**src/rtl/mc_ctrl_pkg.sv**
```systemverilog
// Shared types and encodings for the multicycle main control FSM:
// state enum, opcodes, ALUOp / mux-select encodings and the control word.
package mc_ctrl_pkg;

  typedef enum logic [3:0] {
    S_FETCH  = 4'd0,
    S_DECODE = 4'd1,
    S_MEMADR = 4'd2,
    S_MEMRD  = 4'd3,
    S_MEMWB  = 4'd4,
    S_MEMWR  = 4'd5,
    S_REX    = 4'd6,
    S_ALUWB  = 4'd7,
    S_BEQ    = 4'd8,
    S_IEX    = 4'd9,
    S_IWB    = 4'd10,
    S_JMP    = 4'd11
  } state_t;

  localparam logic [5:0] OP_RTYPE = 6'b000000;
  localparam logic [5:0] OP_J     = 6'b000010;
  localparam logic [5:0] OP_BEQ   = 6'b000100;
  localparam logic [5:0] OP_ADDI  = 6'b001000;
  localparam logic [5:0] OP_ANDI  = 6'b001100;
  localparam logic [5:0] OP_LW    = 6'b100011;
  localparam logic [5:0] OP_SW    = 6'b101011;

  localparam logic [1:0] ALUOP_ADD   = 2'b00;
  localparam logic [1:0] ALUOP_SUB   = 2'b01;
  localparam logic [1:0] ALUOP_FUNCT = 2'b10;
  localparam logic [1:0] ALUOP_LOGI  = 2'b11;

  localparam logic [1:0] SRCB_B      = 2'b00;
  localparam logic [1:0] SRCB_FOUR   = 2'b01;
  localparam logic [1:0] SRCB_IMM    = 2'b10;
  localparam logic [1:0] SRCB_IMM_SH = 2'b11;

  localparam logic [1:0] PCSRC_ALU    = 2'b00;
  localparam logic [1:0] PCSRC_ALUOUT = 2'b01;
  localparam logic [1:0] PCSRC_JUMP   = 2'b10;

  typedef struct packed {
    logic       mem_read;
    logic       mem_write;
    logic       iord;
    logic       ir_write;
    logic       pc_write;
    logic       pc_write_cond;
    logic       reg_write;
    logic       reg_dst;
    logic       mem_to_reg;
    logic       alu_src_a;
    logic [1:0] alu_src_b;
    logic [1:0] alu_op;
    logic [1:0] pc_src;
    logic       illegal_op;
  } ctrl_word_t;

  function automatic logic opcode_legal(input logic [5:0] op);
    case (op)
      OP_RTYPE, OP_J, OP_BEQ, OP_ADDI, OP_ANDI, OP_LW, OP_SW: return 1'b1;
      default:                                                return 1'b0;
    endcase
  endfunction

endpackage

```
**src/rtl/mc_ctrl_outdec.sv**
```systemverilog
// Combinational state -> control word decode. Unused state codes and
// unlisted fields decode to zero.
import mc_ctrl_pkg::*;

module mc_ctrl_outdec (
  input  state_t     state,
  input  logic       mem_ready,
  input  logic       imm_logic,
  input  logic       op_illegal,
  output ctrl_word_t ctrl
);

  // Per-state control word; every field defaults to zero first.
  always_comb begin
    ctrl = '0;
    case (state)
      S_FETCH: begin
        ctrl.mem_read  = 1'b1;
        ctrl.alu_src_b = SRCB_FOUR;
        ctrl.alu_op    = ALUOP_ADD;
        ctrl.pc_src    = PCSRC_ALU;
        ctrl.ir_write  = mem_ready;
        ctrl.pc_write  = mem_ready;
      end
      S_DECODE: begin
        ctrl.alu_src_b  = SRCB_IMM_SH;
        ctrl.alu_op     = ALUOP_ADD;
        ctrl.illegal_op = op_illegal;
      end
      S_MEMADR: begin
        ctrl.alu_src_a = 1'b1;
        ctrl.alu_src_b = SRCB_IMM;
        ctrl.alu_op    = ALUOP_ADD;
      end
      S_MEMRD: begin
        ctrl.mem_read = 1'b1;
        ctrl.iord     = 1'b1;
      end
      S_MEMWB: begin
        ctrl.reg_write  = 1'b1;
        ctrl.mem_to_reg = 1'b1;
      end
      S_MEMWR: begin
        ctrl.mem_write = 1'b1;
        ctrl.iord      = 1'b1;
      end
      S_REX: begin
        ctrl.alu_src_a = 1'b1;
        ctrl.alu_src_b = SRCB_B;
        ctrl.alu_op    = ALUOP_FUNCT;
      end
      S_ALUWB: begin
        ctrl.reg_write = 1'b1;
        ctrl.reg_dst   = 1'b1;
      end
      S_BEQ: begin
        ctrl.alu_src_a     = 1'b1;
        ctrl.alu_src_b     = SRCB_B;
        ctrl.alu_op        = ALUOP_SUB;
        ctrl.pc_write_cond = 1'b1;
        ctrl.pc_src        = PCSRC_ALUOUT;
      end
      S_IEX: begin
        ctrl.alu_src_a = 1'b1;
        ctrl.alu_src_b = SRCB_IMM;
        if (imm_logic) begin
          ctrl.alu_op = ALUOP_LOGI;
        end else begin
          ctrl.alu_op = ALUOP_ADD;
        end
      end
      S_IWB: begin
        ctrl.reg_write = 1'b1;
      end
      S_JMP: begin
        ctrl.pc_write = 1'b1;
        ctrl.pc_src   = PCSRC_JUMP;
      end
      default: begin
        ctrl = '0;
      end
    endcase
  end

endmodule

```
**src/rtl/multicycle_main_control.sv**
```systemverilog
// Multicycle MIPS-style main control: Moore FSM with next-state logic here
// and output decode in mc_ctrl_outdec.
import mc_ctrl_pkg::*;

module multicycle_main_control #(
  parameter int MEM_WAIT_EN = 1
) (
  input  logic       clk,
  input  logic       rst_n,
  input  logic [5:0] opcode,
  input  logic       mem_ready,
  output logic       mem_read,
  output logic       mem_write,
  output logic       iord,
  output logic       ir_write,
  output logic       pc_write,
  output logic       pc_write_cond,
  output logic       reg_write,
  output logic       reg_dst,
  output logic       mem_to_reg,
  output logic       alu_src_a,
  output logic [1:0] alu_src_b,
  output logic [1:0] alu_op,
  output logic [1:0] pc_src,
  output logic       illegal_op,
  output logic [3:0] state_o
);

  state_t     state_r;
  state_t     state_next_s;
  logic [5:0] opcode_r;
  logic       mem_ready_eff_s;
  ctrl_word_t ctrl_raw_s;
  ctrl_word_t ctrl_s;

  assign mem_ready_eff_s = (MEM_WAIT_EN != 0) ? mem_ready : 1'b1;

  // State register plus the opcode latched in DECODE for later states.
  always_ff @(posedge clk or negedge rst_n) begin
    if (!rst_n) begin
      state_r  <= S_FETCH;
      opcode_r <= 6'b000000;
    end else begin
      state_r <= state_next_s;
      if (state_r == S_DECODE) begin
        opcode_r <= opcode;
      end else begin
        opcode_r <= opcode_r;
      end
    end
  end

  // Next-state logic; memory states stall on mem_ready.
  always_comb begin
    state_next_s = S_FETCH;
    case (state_r)
      S_FETCH: begin
        if (mem_ready_eff_s) begin
          state_next_s = S_DECODE;
        end else begin
          state_next_s = S_FETCH;
        end
      end
      S_DECODE: begin
        case (opcode)
          OP_LW, OP_SW:     state_next_s = S_MEMADR;
          OP_RTYPE:         state_next_s = S_REX;
          OP_BEQ:           state_next_s = S_BEQ;
          OP_ADDI, OP_ANDI: state_next_s = S_IEX;
          OP_J:             state_next_s = S_JMP;
          default:          state_next_s = S_FETCH;
        endcase
      end
      S_MEMADR: begin
        if (opcode_r == OP_SW) begin
          state_next_s = S_MEMWR;
        end else begin
          state_next_s = S_MEMRD;
        end
      end
      S_MEMRD: begin
        if (mem_ready_eff_s) begin
          state_next_s = S_MEMWB;
        end else begin
          state_next_s = S_MEMRD;
        end
      end
      S_MEMWR: begin
        if (mem_ready_eff_s) begin
          state_next_s = S_FETCH;
        end else begin
          state_next_s = S_MEMWR;
        end
      end
      S_REX:   state_next_s = S_ALUWB;
      S_IEX:   state_next_s = S_IWB;
      S_MEMWB, S_ALUWB, S_BEQ, S_IWB, S_JMP: state_next_s = S_FETCH;
      default: state_next_s = S_FETCH;
    endcase
  end

  mc_ctrl_outdec u_outdec (
    .state      (state_r),
    .mem_ready  (mem_ready_eff_s),
    .imm_logic  (opcode_r == OP_ANDI),
    .op_illegal (~opcode_legal(opcode)),
    .ctrl       (ctrl_raw_s)
  );

  // Reset blanks the control word immediately, not just at the next edge.
  assign ctrl_s = rst_n ? ctrl_raw_s : '0;

  assign mem_read      = ctrl_s.mem_read;
  assign mem_write     = ctrl_s.mem_write;
  assign iord          = ctrl_s.iord;
  assign ir_write      = ctrl_s.ir_write;
  assign pc_write      = ctrl_s.pc_write;
  assign pc_write_cond = ctrl_s.pc_write_cond;
  assign reg_write     = ctrl_s.reg_write;
  assign reg_dst       = ctrl_s.reg_dst;
  assign mem_to_reg    = ctrl_s.mem_to_reg;
  assign alu_src_a     = ctrl_s.alu_src_a;
  assign alu_src_b     = ctrl_s.alu_src_b;
  assign alu_op        = ctrl_s.alu_op;
  assign pc_src        = ctrl_s.pc_src;
  assign illegal_op    = ctrl_s.illegal_op;
  assign state_o       = state_r;

endmodule

```
**config.mk**
```make
export PLATFORM = sky130hd
export DESIGN_NAME = multicycle_main_control
export DESIGN_NICKNAME = d
export VERILOG_FILES = /design/src/rtl/mc_ctrl_pkg.sv /design/src/rtl/mc_ctrl_outdec.sv /design/src/rtl/multicycle_main_control.sv
export SDC_FILE = /design/constraint.sdc
export NUM_CORES = 1
export LEC_CHECK = 0
export ABC_AREA = 1
export CORE_MARGIN = 2
export CORE_UTILIZATION = 46
export CTS_CLUSTER_SIZE = 25
export DETAILED_ROUTE_END_ITERATION = 10
export GPL_ROUTABILITY_DRIVEN = 0
export HOLD_SLACK_MARGIN = 0.15
export MAX_ROUTING_LAYER = met4
export PLACE_DENSITY = 0.86
export SLEW_MARGIN = 20
export SYNTH_ARGS = -nofsm -noshare
export SYNTH_HDL_FRONTEND = slang
export SYNTH_SLANG_ARGS = --single-unit
export TNS_END_PERCENT = 30
```
**constraint.sdc**
```tcl
create_clock -name clk -period 3.4 [get_ports clk]
set_input_delay 0.51 -clock clk [delete_from_list [all_inputs] [get_ports clk]]
set_output_delay 0.51 -clock clk [all_outputs]
set_load 0.02 [all_outputs]
```
==> results of run 1 <==
[cell families after synthesis]
family,share of synthesized area (%)
AND/OR/NAND/NOR,52.0
buffers and inverters,9.29
flip-flops,31.0
AO/OA/AOI/OAI,7.74
[Yosys cell counts (2+ instances only)]
| master | instances | area (sq um) |
|---|---|---|
| nor2_1 | 30 | 113 |
| a21oi_1 | 4 | 20.0 |
| nand2_2 | 2 | 12.5 |
| nor2_4 | 4 | 45.0 |
| nand3_1 | 11 | 55.1 |
| nor2_2 | 2 | 12.5 |
| nor3_1 | 2 | 10.0 |
| o21ai_1 | 3 | 15.0 |
| dfrtp_1 | 10 | 250 |
| nand2_1 | 41 | 154 |
| inv_2 | 5 | 18.8 |
| inv_1 | 9 | 33.8 |
[worst max-delay path: cells and delay by family]
kind | cells | cell delay (ns)
AOI/OAI and AO/OA | 1 | 0.22
buffers and inverters | 3 | 1.44
[power by group]
part	total (uW)	switching [uW]	internal, uW	leakage (uW)
clock network	78.4	37.6	40.8	0.0000138
logic	359	217	142	0.000424
registers	224	57.7	166	0.000127
[cell type report]
cell class,count,area [sq um],share of cell area [%]
multi-input cells,103,483,42.8
repair buffers,30,298,26.4
inverters,14,52.6,4.66
flip-flops and latches,10,250,22.2
well taps,17,21.3,1.89
clock buffers,3,22.5,2.00
[how the worst min path moves through the flow]
| stage | from | endpoint | cells after the start |
|---|---|---|---|
| 2_1_floorplan | rst_n | opcode_r[0] | 0 |
| 3_3_place_gp | opcode_r[0] | opcode_r[0] | 2 |
| 3_5_place_dp | opcode_r[2] | opcode_r[2] | 2 |
| 4_1_cts | rst_n | state_o[0] | 1 |
| 5_1_grt | rst_n | state_o[0] | 1 |
| 6_report | rst_n | state_o[0] | 1 |
[per-layer routing]
layer	vias to the layer above	GRT usage [%]	routed length (um)
met2	35	36.4	924
met1	386	26.7	872
li1	462	-	-
met3	2	4.76	114
met5	-	-	0
met4	0	6.86	16
[registers in the layout, summed over array words and instances, names as in the netlist]
register  count
opcode_r      6
state_o       4
[metrics by stage]
stage	hold slack, ns	total power, uW	setup slack [ns]	utilization (%)	std cells
floorplan	0.214	470	1.49	-	130
global placement	0.491	570	0.739	65.4	174
detailed placement	0.508	583	0.710	65.4	174
CTS	0.442	662	0.710	66.7	177
global route	0.442	717	0.618	66.7	177
finish	0.445	662	0.705	66.7	177
==> out/metrics.yaml, run 1 <==
synth_cells: 130
cp-endpoint: "reg_write"
crit_start: "rst_n"
vias: 885
post_cts_resized: 0
numPortBuffers: 29
ir_worst_vdd_uv: 427
vias_per_cell: 5.00
grt_antenna_before_repair: 0
rrSetupSlack_ns: 2.06
syn_to_final_growth_pct: 39.5
status: "finished clean"
slowest_stage: "clkdlybuf4s50_1"
rsz0062_at_grt: "no"
hold_class: "input pin to asynchronous set/reset pin"
path_clk_slew_ns: 0.06
ys_ff_latch: 10
holdBufCountCts: 0
drt-total-wl_um: 1930
io_pins: 30
postSynthAreaPerCell_sq_um: 6.22
antennaDiodeCount: 0
drtIter0Drc: 19
worstSetupStartpointType: "input pin"
die-width_um: 45.9
dieArea_sq_um: 2110
syn-num-nets: 139
slowest_delay_ns: 0.64
final_hold_viol_count: 0
ant_nets: 0
place.detailed.hpwl_um: 1610
start_util_pct: 47.9
drive_gt1_share_pct: 11.9
design_area_sq_um: 1130
finClkSkew_ns: 0.00217
finalSetupViolCount: 0
required_ns: 2.89
post_cts_buffers: 0
powerDensity_nw_per_um2: 587
core_region_area_sq_um: 1690
final.fill_count: 146
worstMarginPinSlew_ns: 0.441
dieHeight_um: 45.9
path_cells: "clkdlybuf4s50_1 -> inv_1 -> a31oi_1 -> clkdlybuf4s50_1"
end_kind: "output pin"
cts_tree: "built"
fmax_mhz: 371
grt_max_degree: 15
ys.flop_type: "dfrtp_1"
clk_latency_ns: 0.26
min_period_ns: 2.69
overflow: 0
yosys_warnings: 0
r2r-end: "state_o[0]"
finalCritPeriodShare_pct: 79.3
worstRegToRegCells: 6
path_max_fanout: 14
root_buffer: "clkbuf_4"
yosysSeqAreaShare_pct: 31.0
relSlewSlack_pct: 70.6
first_global_vias: 774
cts_buffers: 3
clock_path_buffers: 2
critPathKind: "input pin to output pin"
synth.distinct_cells: 19
grt_pass1_wl_um: 3220
drv_cap: 0
drc_errors: 0
rows: 15
p_leak_uw: 0.000565
drv_slew: 0
final_cell_mix: "nand2_1 (41), nor2_1 (30), clkdlybuf4s50_1 (29)"
synthesis.area_sq_um: 808
synth-edff-count: 0
cpMostUsedCell: "clkdlybuf4s50_1"
synth_async_sr_flop_share_pct: 100
grt_use_total_pct: 22.1
cts.sinks: 10
final_nets: 171
wire_per_inst_um: 10.9
crit_arrival_ns: 2.18
final_common_cell: "nand2_1"
first_pass_iters: 4
placed_area_sq_um: 1100
cts_htree_levels: 1
tns_ns: 0
reg2reg_from: "state_o[0]"
Note: power is estimated with default switching activity, not from simulation.
==> run 2, diff against run 1 <==
--- a/config.mk
+++ b/config.mk
@@ -7,13 +7,13 @@
 export LEC_CHECK = 0
 export ABC_AREA = 1
 export CORE_MARGIN = 2
-export CORE_UTILIZATION = 46
+export CORE_UTILIZATION = 43
 export CTS_CLUSTER_SIZE = 25
 export DETAILED_ROUTE_END_ITERATION = 10
 export GPL_ROUTABILITY_DRIVEN = 0
 export HOLD_SLACK_MARGIN = 0.15
 export MAX_ROUTING_LAYER = met4
-export PLACE_DENSITY = 0.86
+export PLACE_DENSITY = 0.81
 export SLEW_MARGIN = 20
 export SYNTH_ARGS = -nofsm -noshare
 export SYNTH_HDL_FRONTEND = slang
==> constraint.sdc (replaced) <==
create_clock -name clk -period 2.8 [get_ports clk]
set_input_delay 0.42 -clock clk [delete_from_list [all_inputs] [get_ports clk]]
set_output_delay 0.42 -clock clk [all_outputs]
set_load 0.02 [all_outputs]
==> out/metrics.yaml, run 2 (synthesis results as in run 1) <==
cts.sinks: 10  # unchanged
min_period_ns: 2.49
numPortBuffers: 29  # unchanged
final_common_cell: "nand2_1"
grt_max_degree: 15  # unchanged
ir_worst_vdd_uv: 507  # +19%
dieHeight_um: 47.4  # +3.1%
wire_per_inst_um: 10.5  # -4.0%
drtIter0Drc: 16  # -3
clk_latency_ns: 0.27  # about the same
status: "finished clean"
rows: 15  # unchanged
rrSetupSlack_ns: 1.49  # -0.57 ns
tns_ns: 0  # unchanged
top_register: "opcode_r"
slowest_delay_ns: 0.63  # about the same
p_sw_share_pct: 45.7  # -1.5 points
post_cts_buffers: 0  # unchanged
finalCritPeriodShare_pct: 89.1
rsz0062_at_grt: "no"
drt-total-wl_um: 1950  # +0.88%
post_cts_resized: 0  # unchanged
required_ns: 2.38  # -0.51 ns
holdBufCountCts: 0  # unchanged
power_switching_uw: 382  # +22%
p_int_uw: 453  # +30%
cts_tree: "built"
pwr-share-clk_pct: 16.1  # +4.3 points
drv_slew: 0  # unchanged
r2r-end: "state_o[3]"
path_max_fanout: 14  # unchanged
worstRegToRegCells: 6  # unchanged
final_hold_viol_count: 0  # unchanged
multi_input_area_sq_um: 483  # unchanged
holdWs_ns: 0.344  # -0.101 ns
powerDensity_nw_per_um2: 726  # +24%
first_global_vias: 761  # -1.7%
p_seq_share_pct: 32.2  # -1.6 points
crit_arrival_ns: 2.07  # -0.11 ns
worstMarginPinSlew_ns: 0.426  # -0.0148 ns
final_nets: 171  # unchanged
end_kind: "output pin"
finClkSkew_ns: 0.00187  # -0.000297 ns
dieArea_sq_um: 2240  # +6.3%
cts_htree_levels: 1  # unchanged
ant_nets: 0  # unchanged
reg2reg_from: "state_o[0]"
grt_antenna_before_repair: 0  # unchanged
overflow: 0  # unchanged
start_util_pct: 46.3  # -1.5 points
finalSetupViolCount: 0  # unchanged
worstSetupStartpointType: "input pin"
grt_pass1_wl_um: 3170  # -1.3%
place_inst: 182  # +4.6%
clock_path_buffers: 2  # unchanged
drive_gt1_share_pct: 12.4  # +0.55 points
drv_cap: 0  # unchanged
drc_errors: 0  # unchanged
fmax_mhz: 401
antennaDiodeCount: 0  # unchanged
p_leak_uw: 0.000572  # +1.3%
first_pass_iters: 4  # unchanged
vias_per_cell: 4.88  # -2.4%
largest_reg_flops: 6  # unchanged
place.detailed.hpwl_um: 1590  # -1.4%
grt_use_total_pct: 20.4  # -1.7 points
power_uw: 836  # +26%
vias: 908  # +2.6%
stdcell_count: 186  # +5.1%
core_region_area_sq_um: 1750  # +3.3%
die-width_um: 47.4  # +3.1%
hold_class: "input pin to asynchronous set/reset pin"
critPathKind: "input pin to output pin"
path_clk_slew_ns: 0.07  # about the same
io_pins: 30  # unchanged
slowest_stage: "clkdlybuf4s50_1"
syn_to_final_growth_pct: 42.4
path_cells: "clkdlybuf4s50_1 -> inv_1 -> nor3_1 -> clkdlybuf4s50_1"
seq_area_sq_um: 250  # unchanged
final.fill_count: 173  # +18%
root_buffer: "clkbuf_4"
power_frac_comb_pct: 51.8  # -2.5 points
relSlewSlack_pct: 71.5  # +0.99 points
cts_buffers: 3  # unchanged
final_cell_mix: "nand2_1 (41), nor2_1 (30), clkdlybuf4s50_1 (29)"
cpMostUsedCell: "clkdlybuf4s50_1"
run 2: changes by cell type in the layout (fill, tap and decap cells not counted):
cell      delta
clkbuf_8     +1
run 2: through the flow:
step | cell area (sq um) | utilization (%) | setup WS, ns
2_1_floorplan | 808 | - | 0.977
3_3_place_gp | 1110 | 63.9 | 0.320
3_5_place_dp | 1110 | 63.9 | 0.310
4_1_cts | 1150 | 65.9 | 0.307
5_1_grt | 1150 | 65.9 | 0.183
6_report | 1150 | 65.9 | 0.307
run 2: power by group through the flow:
| stage | Clock, uW | Sequential [uW] | Combinational, uW |
|---|---|---|---|
| floorplan | 0 | 261 | 310 |
| detailed placement | 0 | 271 | 433 |
| global route | 140 | 278 | 478 |
| CTS | 135 | 269 | 435 |
| finish | 134 | 269 | 433 |
| global placement | 0 | 268 | 427 |
run 2: worst max-delay path: cells and delay by family:
kind                   cells  cell delay, ns
buffers and inverters      3            1.43
and+or+nand+nor            1            0.22
run 2: final cells by class:
cell class / count / area share [%]
Timing Repair Buffer: 30 / 25.9
Clock buffer: 4 / 3.15
Sequential cell: 10 / 21.7
Tap cell: 25 / 2.72
Inverter: 14 / 4.57
Multi-Input combinational cell: 103 / 42.0
run 2: worst max-delay path by stage:
stage	from	to	slack, ns
after global routing	rst_n	pc_write_cond	0.18
after floorplan	state_o[2]	illegal_op	0.98
final	rst_n	pc_src[0]	0.31
after detailed placement	rst_n	pc_write_cond	0.31
after global placement	rst_n	pc_write_cond	0.32
after CTS	rst_n	pc_write_cond	0.31
run 2: layer usage:
layer  up-vias  part of all wire [%]  wire (um)  global-route usage [%]
met4         0                   1.6         32                    8.33
met2        27                    47        912                    31.1
met5         -                     0          0                       -
li1        468                     -          -                       -
met1       409                    47        909                    27.1
met3         4                   4.7         91                    2.31
==> run 3, diff against run 2 <==
--- a/config.mk
+++ b/config.mk
@@ -6,6 +6,7 @@
 export NUM_CORES = 1
 export LEC_CHECK = 0
 export ABC_AREA = 1
+export ABC_CLOCK_PERIOD_IN_PS = 2800
 export CORE_MARGIN = 2
 export CORE_UTILIZATION = 43
 export CTS_CLUSTER_SIZE = 25
==> results of run 3 <==
Final layout, timing and power as in run 2 (identical DEF).
